File: config.mk
export PLATFORM = sky130hd
export DESIGN_NAME = mem_arbiter
export DESIGN_NICKNAME = d
export VERILOG_FILES = /design/src/rtl/mem_arb_pkg.sv /design/src/rtl/arb_starve_cnt.sv /design/src/rtl/mem_arbiter.sv
export SDC_FILE = /design/constraint.sdc
export NUM_CORES = 1
export LEC_CHECK = 0
export BUFFER_PORTS_ARGS = -buffer_cell sky130_fd_sc_hd__buf_2
export CAP_MARGIN = 30
export CORE_AREA = 8 8 70 72
export DETAILED_ROUTE_END_ITERATION = 8
export DIE_AREA = 0 0 78 80
export PLACE_DENSITY = 0.64
export SLEW_MARGIN = 20
export SYNTH_ARGS = -nofsm -noshare
export SYNTH_HDL_FRONTEND = slang
export SYNTH_HIERARCHICAL = 1
export SYNTH_SLANG_ARGS = --single-unit
File: constraint.sdc
create_clock -name clk -period 2.1 [get_ports clk]
set_input_delay 0.105 -clock clk [delete_from_list [all_inputs] [get_ports clk]]
set_output_delay 0.105 -clock clk [all_outputs]
set_load 0.05 [all_outputs]
File: src/rtl/mem_arb_pkg.sv
// Shared types and legal-range constants for the two-requester memory arbiter.
package mem_arb_pkg;

  // Controller state: IDLE issues grants, RD_WAIT waits out the memory latency.
  typedef enum logic {
    IDLE    = 1'b0,
    RD_WAIT = 1'b1
  } arb_state_e;

  // Which requester owns the read currently in flight.
  typedef enum logic {
    OWN_IF = 1'b0,
    OWN_D  = 1'b1
  } arb_owner_e;

  // Legal parameter ranges.
  localparam int MEM_LAT_MIN = 1;
  localparam int MEM_LAT_MAX = 3;
  localparam int D_BURST_MIN = 1;
  localparam int D_BURST_LIM = 15;

  // Counter widths sized to the largest legal values above.
  localparam int LAT_W    = 2;
  localparam int STARVE_W = 4;

endpackage

File: src/rtl/arb_starve_cnt.sv
// Counts data grants taken while a fetch is waiting; flags when the data
// burst allowance is used up so the fetch side gets the next grant.
module arb_starve_cnt
  import mem_arb_pkg::*;
#(
  parameter int MAX = 4
) (
  input  logic clk,
  input  logic rst,
  input  logic inc,
  input  logic clr,
  output logic sat
);

  logic [STARVE_W-1:0] cnt_q, cnt_d;

  assign sat = (cnt_q == STARVE_W'(MAX));

  // Clear wins over increment; the count sticks at MAX once reached.
  always_comb begin
    cnt_d = cnt_q;
    if (clr) begin
      cnt_d = '0;
    end else if (inc && !sat) begin
      cnt_d = cnt_q + 1'b1;
    end
  end

  // Count register.
  always_ff @(posedge clk or posedge rst) begin
    if (rst) begin
      cnt_q <= '0;
    end else begin
      cnt_q <= cnt_d;
    end
  end

endmodule

File: src/rtl/mem_arbiter.sv
// Arbitrates an instruction-fetch port and a data port onto one shared
// single-ported memory with a fixed read latency. Writes complete in the
// grant cycle; reads hold the arbiter until the data has been captured.
//
// Handshake: a requester raises req with its address/data and holds them
// until the cycle its gnt is high; that cycle is the transfer. Read data
// returns later as a one-cycle valid pulse with rdata, and rdata then holds.
module mem_arbiter
  import mem_arb_pkg::*;
#(
  parameter int MEM_LAT     = 1,
  parameter int D_BURST_MAX = 4
) (
  input  logic       clk,
  input  logic       rst,
  input  logic       if_req,
  input  logic [7:0] if_addr,
  output logic       if_gnt,
  output logic [7:0] if_rdata,
  output logic       if_valid,
  input  logic       d_req,
  input  logic       d_we,
  input  logic [7:0] d_addr,
  input  logic [7:0] d_wdata,
  output logic       d_gnt,
  output logic [7:0] d_rdata,
  output logic       d_valid,
  output logic [7:0] mem_addr,
  output logic       mem_we,
  output logic [7:0] mem_wdata,
  input  logic [7:0] mem_rdata,
  output logic       busy
);

  if (MEM_LAT < MEM_LAT_MIN || MEM_LAT > MEM_LAT_MAX) begin : g_bad_lat
    $error("mem_arbiter: MEM_LAT out of range");
  end
  if (D_BURST_MAX < D_BURST_MIN || D_BURST_MAX > D_BURST_LIM) begin : g_bad_burst
    $error("mem_arbiter: D_BURST_MAX out of range");
  end

  arb_state_e       state_q, state_d;
  arb_owner_e       owner_q, owner_d;
  logic [LAT_W-1:0] lat_q, lat_d;
  logic [7:0]       if_rdata_q, if_rdata_d;
  logic [7:0]       d_rdata_q, d_rdata_d;
  logic             if_valid_q, if_valid_d;
  logic             d_valid_q, d_valid_d;
  logic             starve_sat;
  logic             grant_ok;
  logic             if_win;
  logic             d_win;

  // Grants only from IDLE, never alongside a response pulse, never in reset.
  // Data has priority unless the fetch side has been passed over too often.
  assign grant_ok = (state_q == IDLE) && !if_valid_q && !d_valid_q && !rst;
  assign if_win   = grant_ok && if_req && (!d_req || starve_sat);
  assign d_win    = grant_ok && d_req && !if_win;

  assign if_gnt   = if_win;
  assign d_gnt    = d_win;
  assign if_rdata = if_rdata_q;
  assign d_rdata  = d_rdata_q;
  assign if_valid = if_valid_q;
  assign d_valid  = d_valid_q;
  assign busy     = (state_q != IDLE);

  arb_starve_cnt #(
    .MAX (D_BURST_MAX)
  ) u_starve (
    .clk (clk),
    .rst (rst),
    .inc (d_win && if_req),
    .clr (if_win || !if_req),
    .sat (starve_sat)
  );

  // Next state, memory drive and response capture.
  always_comb begin
    state_d    = state_q;
    owner_d    = owner_q;
    lat_d      = lat_q;
    if_rdata_d = if_rdata_q;
    d_rdata_d  = d_rdata_q;
    if_valid_d = 1'b0;
    d_valid_d  = 1'b0;
    mem_addr   = '0;
    mem_we     = 1'b0;
    mem_wdata  = '0;
    case (state_q)
      IDLE: begin
        if (if_win) begin
          mem_addr = if_addr;
          state_d  = RD_WAIT;
          owner_d  = OWN_IF;
          lat_d    = LAT_W'(MEM_LAT);
        end else if (d_win) begin
          mem_addr  = d_addr;
          mem_we    = d_we;
          mem_wdata = d_wdata;
          if (!d_we) begin
            state_d = RD_WAIT;
            owner_d = OWN_D;
            lat_d   = LAT_W'(MEM_LAT);
          end
        end
      end
      RD_WAIT: begin
        lat_d = lat_q - LAT_W'(1);
        if (lat_q == LAT_W'(1)) begin
          state_d = IDLE;
          if (owner_q == OWN_IF) begin
            if_rdata_d = mem_rdata;
            if_valid_d = 1'b1;
          end else begin
            d_rdata_d = mem_rdata;
            d_valid_d = 1'b1;
          end
        end
      end
    endcase
  end

  // State and response registers; reset drops any read in flight.
  always_ff @(posedge clk or posedge rst) begin
    if (rst) begin
      state_q    <= IDLE;
      owner_q    <= OWN_IF;
      lat_q      <= '0;
      if_rdata_q <= '0;
      d_rdata_q  <= '0;
      if_valid_q <= 1'b0;
      d_valid_q  <= 1'b0;
    end else begin
      state_q    <= state_d;
      owner_q    <= owner_d;
      lat_q      <= lat_d;
      if_rdata_q <= if_rdata_d;
      d_rdata_q  <= d_rdata_d;
      if_valid_q <= if_valid_d;
      d_valid_q  <= d_valid_d;
    end
  end

endmodule

==> results of run 1 <==
stage by stage:
step	cell area, sq um	TNS, ps
2_1_floorplan	1290	0
5_1_grt	1890	0
4_1_cts	1800	-90.9
3_3_place_gp	1710	0
3_5_place_dp	1710	0
6_report	1890	0
layout make-up:
| cell class | instances | share of cell area |
|---|---|---|
| repair buffers | 83 | 0.247 |
| repair inverters | 1 | 0.00397 |
| flip-flops and latches | 26 | 0.344 |
| well taps | 50 | 0.0331 |
| clock buffers | 3 | 0.0218 |
| multi-input cells | 70 | 0.324 |
| inverters | 13 | 0.0258 |
final timing paths:
check                                                 to                          start  slack, ps
max                                          mem_addr[2]  u_starve/cnt_q[0]$_DFFE_PP0P_        130
min                               d_rdata[5]$_DFFE_PP0P_                   mem_rdata[5]         80
max reg2reg                u_starve/cnt_q[3]$_DFFE_PP0P_  u_starve/cnt_q[0]$_DFFE_PP0P_        290
min reg2reg                      if_rdata[2]$_DFFE_PP0P_        if_rdata[2]$_DFFE_PP0P_        500
max in group asynchronous            owner_q$_DFFE_PP0P_                            rst       1370
min in group asynchronous  u_starve/cnt_q[3]$_DFFE_PP0P_                            rst        310
placed cells by master, fill, tap and decap left out, types with 3 or more instances in the layout:
master | Yosys | routed
mux2_2 | 16 | 16
a22o_1 | 8 | 8
buf_4 | 0 | 15
dfrtp_1 | 26 | 26
nor2_1 | 3 | 3
nand3_1 | 4 | 3
clkbuf_8 | 0 | 3
nand2_1 | 3 | 3
inv_1 | 11 | 11
buf_2 | 0 | 66
and2_1 | 12 | 12
a21oi_1 | 5 | 5
power groups by stage:
stage	Clock (mW)	Combinational [mW]	Sequential, mW
floorplan	0	0.625	1.47
global placement	0	1.62	0.839
detailed placement	0	1.62	0.847
CTS	0.282	1.65	0.840
global route	0.295	1.79	0.875
finish	0.267	1.69	0.840
layer usage:
layer,GRT usage,vias up
li1,-,557
met2,0.169,76
met3,0.0563,2
met4,0.0278,0
met5,0,-
met1,0.135,533
worst max-delay path: stages (launching register included):
cell and delay, ps:
dfrtp_1 370, inv_1 80, ha_2 200, nand3b_4 90
inv_2 50, nand2b_4 150, nand3_4 90, clkinvlp_4 140
a22o_1 250, buf_4 190
Yosys cell counts:
cell type	instances	area, sq um
nor4_4	1	21.3
nand2b_1	1	6.26
nand3_1	4	20.0
o211a_1	1	10.0
and2_1	12	75.1
nand3b_1	1	7.51
nand3b_4	1	20.0
nand2_2	2	12.5
buf_6	2	22.5
a41o_1	1	10.0
mux2_2	16	180
a21o_2	2	17.5
inv_2	2	7.51
ha_1	3	37.5
or3_1	1	6.26
nand4_1	1	6.26
nor3_1	1	5.00
inv_1	11	41.3
dfrtp_1	26	651
nand2_1	3	11.3
a21oi_1	5	25.0
a31oi_1	2	12.5
a22o_1	8	70.1
nor2_1	3	11.3
state kept, by name, summed over array words and instances (netlist names):
register / flops
d_rdata: 8
owner_q: 1
lat_q: 2
if_rdata: 8
busy: 1
d_valid: 1
if_valid: 1
u_starve/cnt_q: 4
cell families (layout without fill, tap and decap cells):
logic type / count (synthesis) / count (layout) / share of synthesized area
AO/OA/AOI/OAI: 19 / 20 / 0.113
adder cells (fa/ha/maj): 3 / 3 / 0.0292
buffers and inverters: 15 / 100 / 0.0554
flip-flops: 26 / 26 / 0.505
multiplexers: 16 / 16 / 0.140
AND/OR/NAND/NOR: 31 / 31 / 0.157
repair_timing:
item | 4_1_cts | 5_1_grt
pin swaps | 0 | 3
cloned | 1 | 1
hold endpoints to repair | 4 | 0
endpoints found under the setup margin | 17 | 18
gates resized for setup | 11 | 5
buffers inserted | 1 | 5
hold buffers | 1 | 0
==> flow_metrics.py, run 1 <==
metrics = {
    "drt": {
        "postRouteAntennaNets": 0,
        "drcViolationCount": 0,
        "m1WireLength_microns": 1670,
        "first_pass_iters": 4,
        "drtIter0Drc": 39,
        "vias": 1168,
        "vias_per_cell": 4.75,
        "highest_layer": "met4",
        "wl_met2_microns": 1490,
        "route.met3.wl_microns": 519,
        "wirelength_microns": 3700,
        "wl_per_cell_microns": 15.0,
    },
    "finish": {
        "fin_util": 0.491,
        "final_layout_size_suffix_gt1_frac": 0.587,
        "syn_to_final_growth_pct": 46.9,
        "finish.net_count": 238,
        "fin_cells": 246,
        "fill_cells": 367,
        "multi_input_area_sq_um": 613,
        "seq_area_sq_um": 651,
        "antenna_cells": 0,
    },
    "worst_setup_path": {
        "crit_path_end_kind": "output pin",
        "reg2regPathDepth": 9,
        "cp_data_required_time_ps": 2000,
        "crit_type": "flop to output pin",
        "cp_max_fo": 5,
        "critPathArrivalTime_ps": 1860,
        "startpoint_type": "flop",
    },
    "floorplan": {
        "die_x_microns": 78,
        "die_y_microns": 80,
        "num_io_pins": 75,
        "coreArea_sq_um": 3860,
        "initial_core_util": 0.334,
        "rows": 23,
        "die-area_sq_um": 6240,
    },
    "clock_network": {
        "clk_latency_ps": 260,
        "cts.sink_count": 26,
        "clockRootBuffer": "clkbuf_8",
        "cts_max_level": 1,
        "cts_buffer_depth": 2,
        "cts_tree": "built",
        "cts_made_buffers": 3,
        "cts.clk_slew.worst_paths_ps": 80,
    },
    "synth": {
        "ys_warn_count": 6,
        "yosysUniqueCellTypes": 24,
        "synth.avg_cell_area_sq_um": 11.7,
        "yosysSeqAreaShare": 0.505,
        "syn_area_sq_um": 1290,
        "ys_ff_latch": 26,
        "syn_nets": 150,
        "syn_inst": 110,
    },
    "placement": {
        "post-place-ws_ps": 190,
        "dp.cells": 233,
        "numPortBuffers": 74,
        "hpwl_microns": 2770,
        "gp_congestion": 0.814,
    },
    "power": {
        "p_int_mw": 1.35,
        "leakage_nw": 0.995,
        "clkPwrFrac": 0.095,
        "power_mw": 2.79,
        "power.switching_mw": 1.44,
        "p_sw_frac": 0.517,
        "ir_drop_v": 0.000803,
        "combPwrFrac": 0.604,
        "powerDensity_nw_per_um2": 1480,
        "seq_power_share": 0.301,
    },
    "timing": {
        "slew_viol_final": 0,
        "setup_violations": 0,
        "holdWs_ps": 82.6,
        "max-slew-margin-rel": 0.835,
        "max_freq_ghz": 0.509,
        "rsz0062_at_grt": "no",
        "worst_slack_ps": 134,
        "hold_viol_final": 0,
        "tightestPinTransition_ps": 247,
        "finalClockSkew_ps": 2.94,
        "finalCritPeriodShare": 0.936,
        "finalCriticalPeriod_ps": 1970,
    },
    "global_routing": {
        "grt_pass1_vias": 1227,
        "grt.total_usage": 0.111,
        "grt_first_pass_wirelength_microns": 5780,
        "grt_overflow": 0,
        "antenna_found_initial": 0,
        "grt_max_degree": 23,
    },
    "run": {
        "maxCapViolCount": 0,
    },
    "status": {
        "status": "finished, final reports clean",
    },
    "min_path": {
        "worstHoldPathType": "input pin to flop",
        "hold_path_depth": 2,
    },
}
No activity file was read; power rests on OpenSTA's default activity.
==> run 2: changes to the inputs <==
--- a/config.mk
+++ b/config.mk
@@ -5,12 +5,13 @@
 export SDC_FILE = /design/constraint.sdc
 export NUM_CORES = 1
 export LEC_CHECK = 0
+export ABC_AREA = 1
 export BUFFER_PORTS_ARGS = -buffer_cell sky130_fd_sc_hd__buf_2
 export CAP_MARGIN = 30
-export CORE_AREA = 8 8 70 72
+export CORE_AREA = 8 8 73 75
 export DETAILED_ROUTE_END_ITERATION = 8
-export DIE_AREA = 0 0 78 80
-export PLACE_DENSITY = 0.64
+export DIE_AREA = 0 0 81 83
+export PLACE_DENSITY = 0.62
 export SLEW_MARGIN = 20
 export SYNTH_ARGS = -nofsm -noshare
 export SYNTH_HDL_FRONTEND = slang
==> run 2 against run 1 <==
- die area up 7.7%
- utilization is 0.14 points higher
- combinational power about the same
- sequential cell count is the same
- cell count increased by 25%
- clock power up 16%
- sequential power decreased by 1%
- synthesized area is 9.2% higher
- maximum frequency down 2.0%
- cell area rose by 9.3%
- largest cell class unchanged
==> flow_metrics.py, run 2 <==
metrics = {
    "finish": {
        "final_layout_size_suffix_gt1_frac": 0.488,
        "antenna_cells": 0,
        "seq_area_sq_um": 651,
        "finish.net_count": 297,
        "syn_to_final_growth_pct": 47.1,
        "final_area_sq_um": 2070,
        "final_common_cell": "buf_2",
        "fill_cells": 417,
        "fin_util": 0.492,
        "layout_common_cells": "buf_2, nand2_1, inv_1",
        "multi_input_area_sq_um": 636,
    },
    "floorplan": {
        "die_y_microns": 83,
        "num_io_pins": 75,
        "coreArea_sq_um": 4200,
        "die-area_sq_um": 6720,
        "rows": 24,
        "die_x_microns": 81,
        "initial_core_util": 0.335,
    },
    "timing": {
        "max-slew-margin-rel": 0.469,
        "finalCritPeriodShare": 0.955,
        "tightestPinTransition_ps": 795,
        "finalCriticalPeriod_ps": 2010,
        "finalClockSkew_ps": 2.67,
        "hold_viol_final": 0,
        "max_freq_ghz": 0.499,
        "slew_viol_final": 0,
        "setup_violations": 0,
    },
    "synth": {
        "ys_warn_count": 6,
        "synth.avg_cell_area_sq_um": 8.13,
        "async_reset_ff_frac": 1.00,
        "syn_area_sq_um": 1410,
        "synth_compound_area_frac": 0.0952,
        "synth_top_family_by_area": "simple AND/OR/NAND/NOR gates",
        "yosys.area.top_type": "dfrtp_1",
        "synth.mux.area_fraction": 0,
        "syn_nets": 213,
        "yosys-top-cells-area": "dfrtp_1, nand2_1, inv_1",
        "synth_edf_count": 0,
        "synthSimpleGateAreaFrac": 0.301,
        "synth_most_common_cell": "nand2_1",
        "synth_ff_type": "dfrtp_1",
        "synth_common_cells": "nand2_1, inv_1, dfrtp_1, nor2_2, o21ai_2",
        "ys_ff_latch": 26,
        "yosysUniqueCellTypes": 19,
        "yosys.area.top_type_share": 0.463,
        "syn_inst": 173,
        "synth_xor_area_frac": 0,
        "synth_fa_ha_area_frac": 0.0267,
        "yosysSeqAreaShare": 0.463,
    },
    "drt": {
        "m1WireLength_microns": 1540,
        "vias_per_cell": 4.36,
        "drtIter0Drc": 33,
        "first_pass_iters": 4,
        "vias": 1343,
        "postRouteAntennaNets": 0,
        "wl_per_cell_microns": 11.9,
        "wl_met2_microns": 1570,
        "wirelength_microns": 3650,
        "highest_layer": "met4",
        "route.met3.wl_microns": 528,
        "drcViolationCount": 0,
    },
    "power": {
        "ir_drop_v": 0.000812,
        "combPwrFrac": 0.600,
        "p_int_mw": 1.33,
        "power_mw": 2.86,
        "powerDensity_nw_per_um2": 1380,
        "clkPwrFrac": 0.108,
        "leakage_nw": 1.18,
        "power.switching_mw": 1.53,
        "p_sw_frac": 0.534,
        "seq_power_share": 0.291,
    },
    "worst_setup_path": {
        "startpoint_type": "flop",
        "cp_slowest_cell": "dfrtp_1",
        "reg2regPathDepth": 12,
        "cp_data_required_time_ps": 2000,
        "cp_slowest_stage_delay_ps": 410,
        "critPathArrivalTime_ps": 1900,
        "critical_path.cell_chain": "inv_2, ha_4, nand2_2, nor2_4, inv_1, nand2_2, nand4_4, nand2_4, clkbuf_16, nor2_2, buf_4",
        "cp_max_fo": 5,
        "crit_type": "flop to output pin",
        "cpMostUsedCell": "nand2_2",
        "r2r_slack_ps": 290,
        "crit_path_end_kind": "output pin",
    },
    "min_path": {
        "worstHoldPathType": "input pin to flop",
        "hold_path_depth": 3,
    },
    "status": {
        "status": "finished, final reports clean",
    },
    "global_routing": {
        "grt_first_pass_wirelength_microns": 5940,
        "grt_pass1_vias": 1382,
        "grt.total_usage": 0.105,
        "grt_overflow": 0,
        "antenna_found_initial": 0,
        "grt_max_degree": 23,
    },
    "clock_network": {
        "cts.sink_count": 26,
        "cts_buffer_depth": 2,
        "cts_max_level": 1,
        "clk_latency_ps": 260,
        "cts_tree": "built",
        "cts.clk_slew.worst_paths_ps": 80,
        "cts_made_buffers": 3,
        "clockRootBuffer": "clkbuf_8",
    },
    "placement": {
        "hpwl_microns": 2880,
        "numPortBuffers": 74,
        "placed_cell_area_sq_um": 1820,
        "gp_congestion": 0.809,
    },
    "run": {
        "maxCapViolCount": 0,
    },
}
==> run 2: path summary, 6_finish.rpt <==
kind                                                 end                     startpoint
setup / recovery                            mem_wdata[3]  u_starve/cnt_q[0]$_DFFE_PP0P_
hold / removal                   if_rdata[6]$_DFFE_PP0P_                   mem_rdata[6]
setup reg to reg           u_starve/cnt_q[1]$_DFFE_PP0P_  u_starve/cnt_q[0]$_DFFE_PP0P_
hold reg to reg                       if_valid$_DFF_PP0_            owner_q$_DFFE_PP0P_
max in group asynchronous         d_rdata[1]$_DFFE_PP0P_                            rst
min in group asynchronous  u_starve/cnt_q[0]$_DFFE_PP0P_                            rst
==> run 2: timing repair <==
action / 4_1_cts / 5_1_grt
gates cloned: 0 / 1
gates resized for setup: 1 / 55
hold buffers: 1 / 0
setup buffers: 0 / 5
endpoints found under the setup margin: 1 / 19
endpoints found under the hold margin: 4 / 0
pin swaps: 0 / 2
==> run 2: cell families (layout without fill, tap and decap cells) <==
kind of cell             count (synthesis)  after routing
AND/OR/NAND/NOR                         87             87
buffers and inverters                   37            120
AO/OA/AOI/OAI                           20             20
flip-flops                              26             26
adder cells (fa/ha/maj)                  3              3
==> run 2: worst max-delay path, delay by kind of cell (launching register included) <==
kind / cells / cell delay [ps]
buffers and inverters: 4 / 490
adders and majority gates: 1 / 130
DFF: 1 / 410
and+or+nand+nor: 6 / 610
==> run 2: layout make-up <==
cell class,count,share of cell area
Sequential cell,26,0.315
Multi-Input combinational cell,110,0.307
Timing Repair Buffer,82,0.255
Inverter,34,0.0653
Tap cell,52,0.0315
Clock buffer,4,0.0266
==> run 2: per-layer routing <==
layer,up-vias,track usage
li1,695,-
met1,581,0.127
met2,65,0.169
met3,2,0.0366
met4,0,0.0293
met5,-,0
==> run 2: through the flow <==
step,setup TNS (ps),cells,setup WS (ps),hold slack (ps)
floorplan,0,173,228,-129
global placement,0,297,321,34.0
detailed placement,0,297,301,32.0
CTS,0,302,4.32,97.3
global route,-38.0,308,-8.31,103
finish,0,308,94.2,102
==> run 2: power groups by stage <==
| stage | clock [mW] | combinational [mW] | sequential (mW) |
|---|---|---|---|
| 4_1_cts | 0.325 | 1.63 | 0.836 |
| 3_3_place_gp | 0 | 1.60 | 0.850 |
| 2_1_floorplan | 0 | 0.667 | 1.44 |
| 5_1_grt | 0.345 | 1.85 | 0.865 |
| 3_5_place_dp | 0 | 1.63 | 0.841 |
| 6_report | 0.309 | 1.71 | 0.832 |
==> run 3: changes to the inputs <==
--- a/config.mk
+++ b/config.mk
@@ -5,13 +5,12 @@
 export SDC_FILE = /design/constraint.sdc
 export NUM_CORES = 1
 export LEC_CHECK = 0
-export ABC_AREA = 1
 export BUFFER_PORTS_ARGS = -buffer_cell sky130_fd_sc_hd__buf_2
 export CAP_MARGIN = 30
-export CORE_AREA = 8 8 73 75
+export CORE_AREA = 8 8 64 66
 export DETAILED_ROUTE_END_ITERATION = 8
-export DIE_AREA = 0 0 81 83
-export PLACE_DENSITY = 0.62
+export DIE_AREA = 0 0 72 74
+export PLACE_DENSITY = 0.76
 export SLEW_MARGIN = 20
 export SYNTH_ARGS = -nofsm -noshare
 export SYNTH_HDL_FRONTEND = slang
==> run 3 against run 2 <==
- sequential share of layout area rose by 1.7 points
- critical path depth fell by 3
- sequential power barely moved
- first-iteration DRC count did not move
- cell count fell by 19%
- cell area fell by 5.3%
- power fell by 0.32%
- register-to-register slack got worse by 40 ps
- hold slack got worse by 76 ps
- via count fell by 11%
==> flow_metrics.py, run 3 (synthesized netlist as in run 1, its figures left out) <==
metrics = {
    "worst_setup_path": {
        "cp_slowest_cell": "dfrtp_1",
        "cp_data_required_time_ps": 2000,
        "critPathArrivalTime_ps": 1910,
        "cpMostUsedCell": "inv_2",
        "crit_start": "u_starve/cnt_q[0]$_DFFE_PP0P_",
        "startpoint_type": "flop",
        "r2r_slack_ps": 250,
        "cp_slowest_stage_delay_ps": 410,
        "cp_max_fo": 5,
        "crit_type": "flop to output pin",
        "crit_path_end_kind": "output pin",
        "timing.rr.start": "busy$_DFF_PP0_",
        "critical_path.cell_chain": "inv_2, ha_2, nand3b_4, inv_2, inv_2, o211a_4, a22o_1, buf_4",
    },
    "timing": {
        "slew_viol_final": 0,
        "worst_slack_ps": 88.6,
        "tightestPinTransition_ps": 279,
        "hold_viol_final": 0,
        "finalCritPeriodShare": 0.958,
        "setup_violations": 0,
        "max-slew-margin-rel": 0.814,
        "finalCriticalPeriod_ps": 2010,
        "tns_ps": 0,
        "finalClockSkew_ps": 3.52,
        "max_freq_ghz": 0.497,
    },
    "clock_network": {
        "clk_latency_ps": 310,
        "cts_buffer_depth": 2,
        "cts_made_buffers": 3,
        "cts_tree": "built",
        "cts_max_level": 1,
        "clockRootBuffer": "clkbuf_4",
        "cts.clk_slew.worst_paths_ps": 130,
        "cts.sink_count": 26,
    },
    "finish": {
        "final_common_cell": "buf_2",
        "finish.net_count": 243,
        "fin_util": 0.616,
        "layout_common_cells": "buf_2, dfrtp_1, mux2_2, buf_4, and2_1",
        "antenna_cells": 0,
        "final_layout_size_suffix_gt1_frac": 0.609,
        "multi_input_area_sq_um": 631,
        "fill_cells": 283,
        "seq_area_sq_um": 651,
        "syn_to_final_growth_pct": 52.2,
    },
    "power": {
        "leakage_nw": 1.03,
        "ir_drop_v": 0.000964,
        "power_mw": 2.85,
        "powerDensity_nw_per_um2": 1450,
    },
    "run": {
        "maxCapViolCount": 0,
    },
    "placement": {
        "post-place-ws_ps": 203,
        "hpwl_microns": 2650,
        "numPortBuffers": 74,
        "gp_congestion": 0.855,
    },
    "floorplan": {
        "num_io_pins": 75,
        "coreArea_sq_um": 3180,
        "rows": 21,
        "die_y_microns": 74,
        "die_x_microns": 72,
        "die-area_sq_um": 5330,
        "initial_core_util": 0.405,
    },
    "drt": {
        "drtIter0Drc": 33,
        "wl_per_cell_microns": 15.1,
        "drcViolationCount": 0,
        "vias_per_cell": 4.82,
        "wirelength_microns": 3750,
        "vias": 1196,
        "postRouteAntennaNets": 0,
        "first_pass_iters": 4,
    },
    "global_routing": {
        "grt_util_met1": 0.146,
        "grt.met3_usage": 0.0620,
        "busiest_layer": "met2",
        "grt_first_pass_wirelength_microns": 5640,
        "grt_max_degree": 23,
        "use_met2": 0.222,
        "grt.total_usage": 0.132,
        "antenna_found_initial": 0,
        "grt_overflow": 0,
        "grt_pass1_vias": 1257,
    },
    "min_path": {
        "hp-start": "mem_rdata[0]",
        "worstHoldPathType": "input pin to flop",
    },
    "status": {
        "status": "finished, final reports clean",
    },
}
## run 3: area by class of cell
class / count / area share
multi-input cells: 71 / 0.322
repair buffers: 87 / 0.269
repair inverters: 1 / 0.00383
clock buffers: 4 / 0.0185
inverters: 13 / 0.0249
flip-flops and latches: 26 / 0.332
well taps: 46 / 0.0294
## run 3: path summary, 6_finish.rpt
kind | depth (start not counted) | to
max reg2reg | 8 | u_starve/cnt_q[3]$_DFFE_PP0P_
max in group asynchronous | 4 | if_rdata[0]$_DFFE_PP0P_
min reg2reg | 1 | d_rdata[1]$_DFFE_PP0P_
min in group asynchronous | 3 | u_starve/cnt_q[3]$_DFFE_PP0P_
max | 8 | mem_addr[1]
min | 2 | d_rdata[0]$_DFFE_PP0P_
## run 3: stage by stage
stage	std cells	instance area, sq um	hold WS [ps]
6_report	248	1960	25.8
5_1_grt	248	1960	10.5
4_1_cts	241	1840	18.7
3_5_place_dp	230	1710	39.8
3_3_place_gp	230	1710	36.2
2_1_floorplan	110	1290	-129
## run 3: per-layer routing
metal | share of wire | vias up
li1 | - | 579
met1 | 0.41 | 569
met2 | 0.49 | 46
met3 | 0.092 | 2
met4 | 0.0040 | 0
met5 | 0 | -
## run 3: timing repair
item,in CTS,in global routing
gates resized for setup,13,12
cloned,1,2
hold endpoints to repair,4,0
buffers inserted,5,4
hold buffers,1,0
pin swaps,1,4
endpoints found under the setup margin,19,18
## run 3: worst max-delay path, delay by kind of cell (launching register included)
family / cells / cell delay [ps]
and+or+nand+nor: 1 / 100
DFF: 1 / 410
adders and majority gates: 1 / 190
buffers and inverters: 4 / 440
AOI/OAI and AO/OA: 2 / 450
## run 3: power by group
group	leakage [nW]	internal (mW)	switching, mW
sequential	0.317	0.712	0.120
clock	0.0210	0.106	0.142
combinational	0.691	0.560	1.21
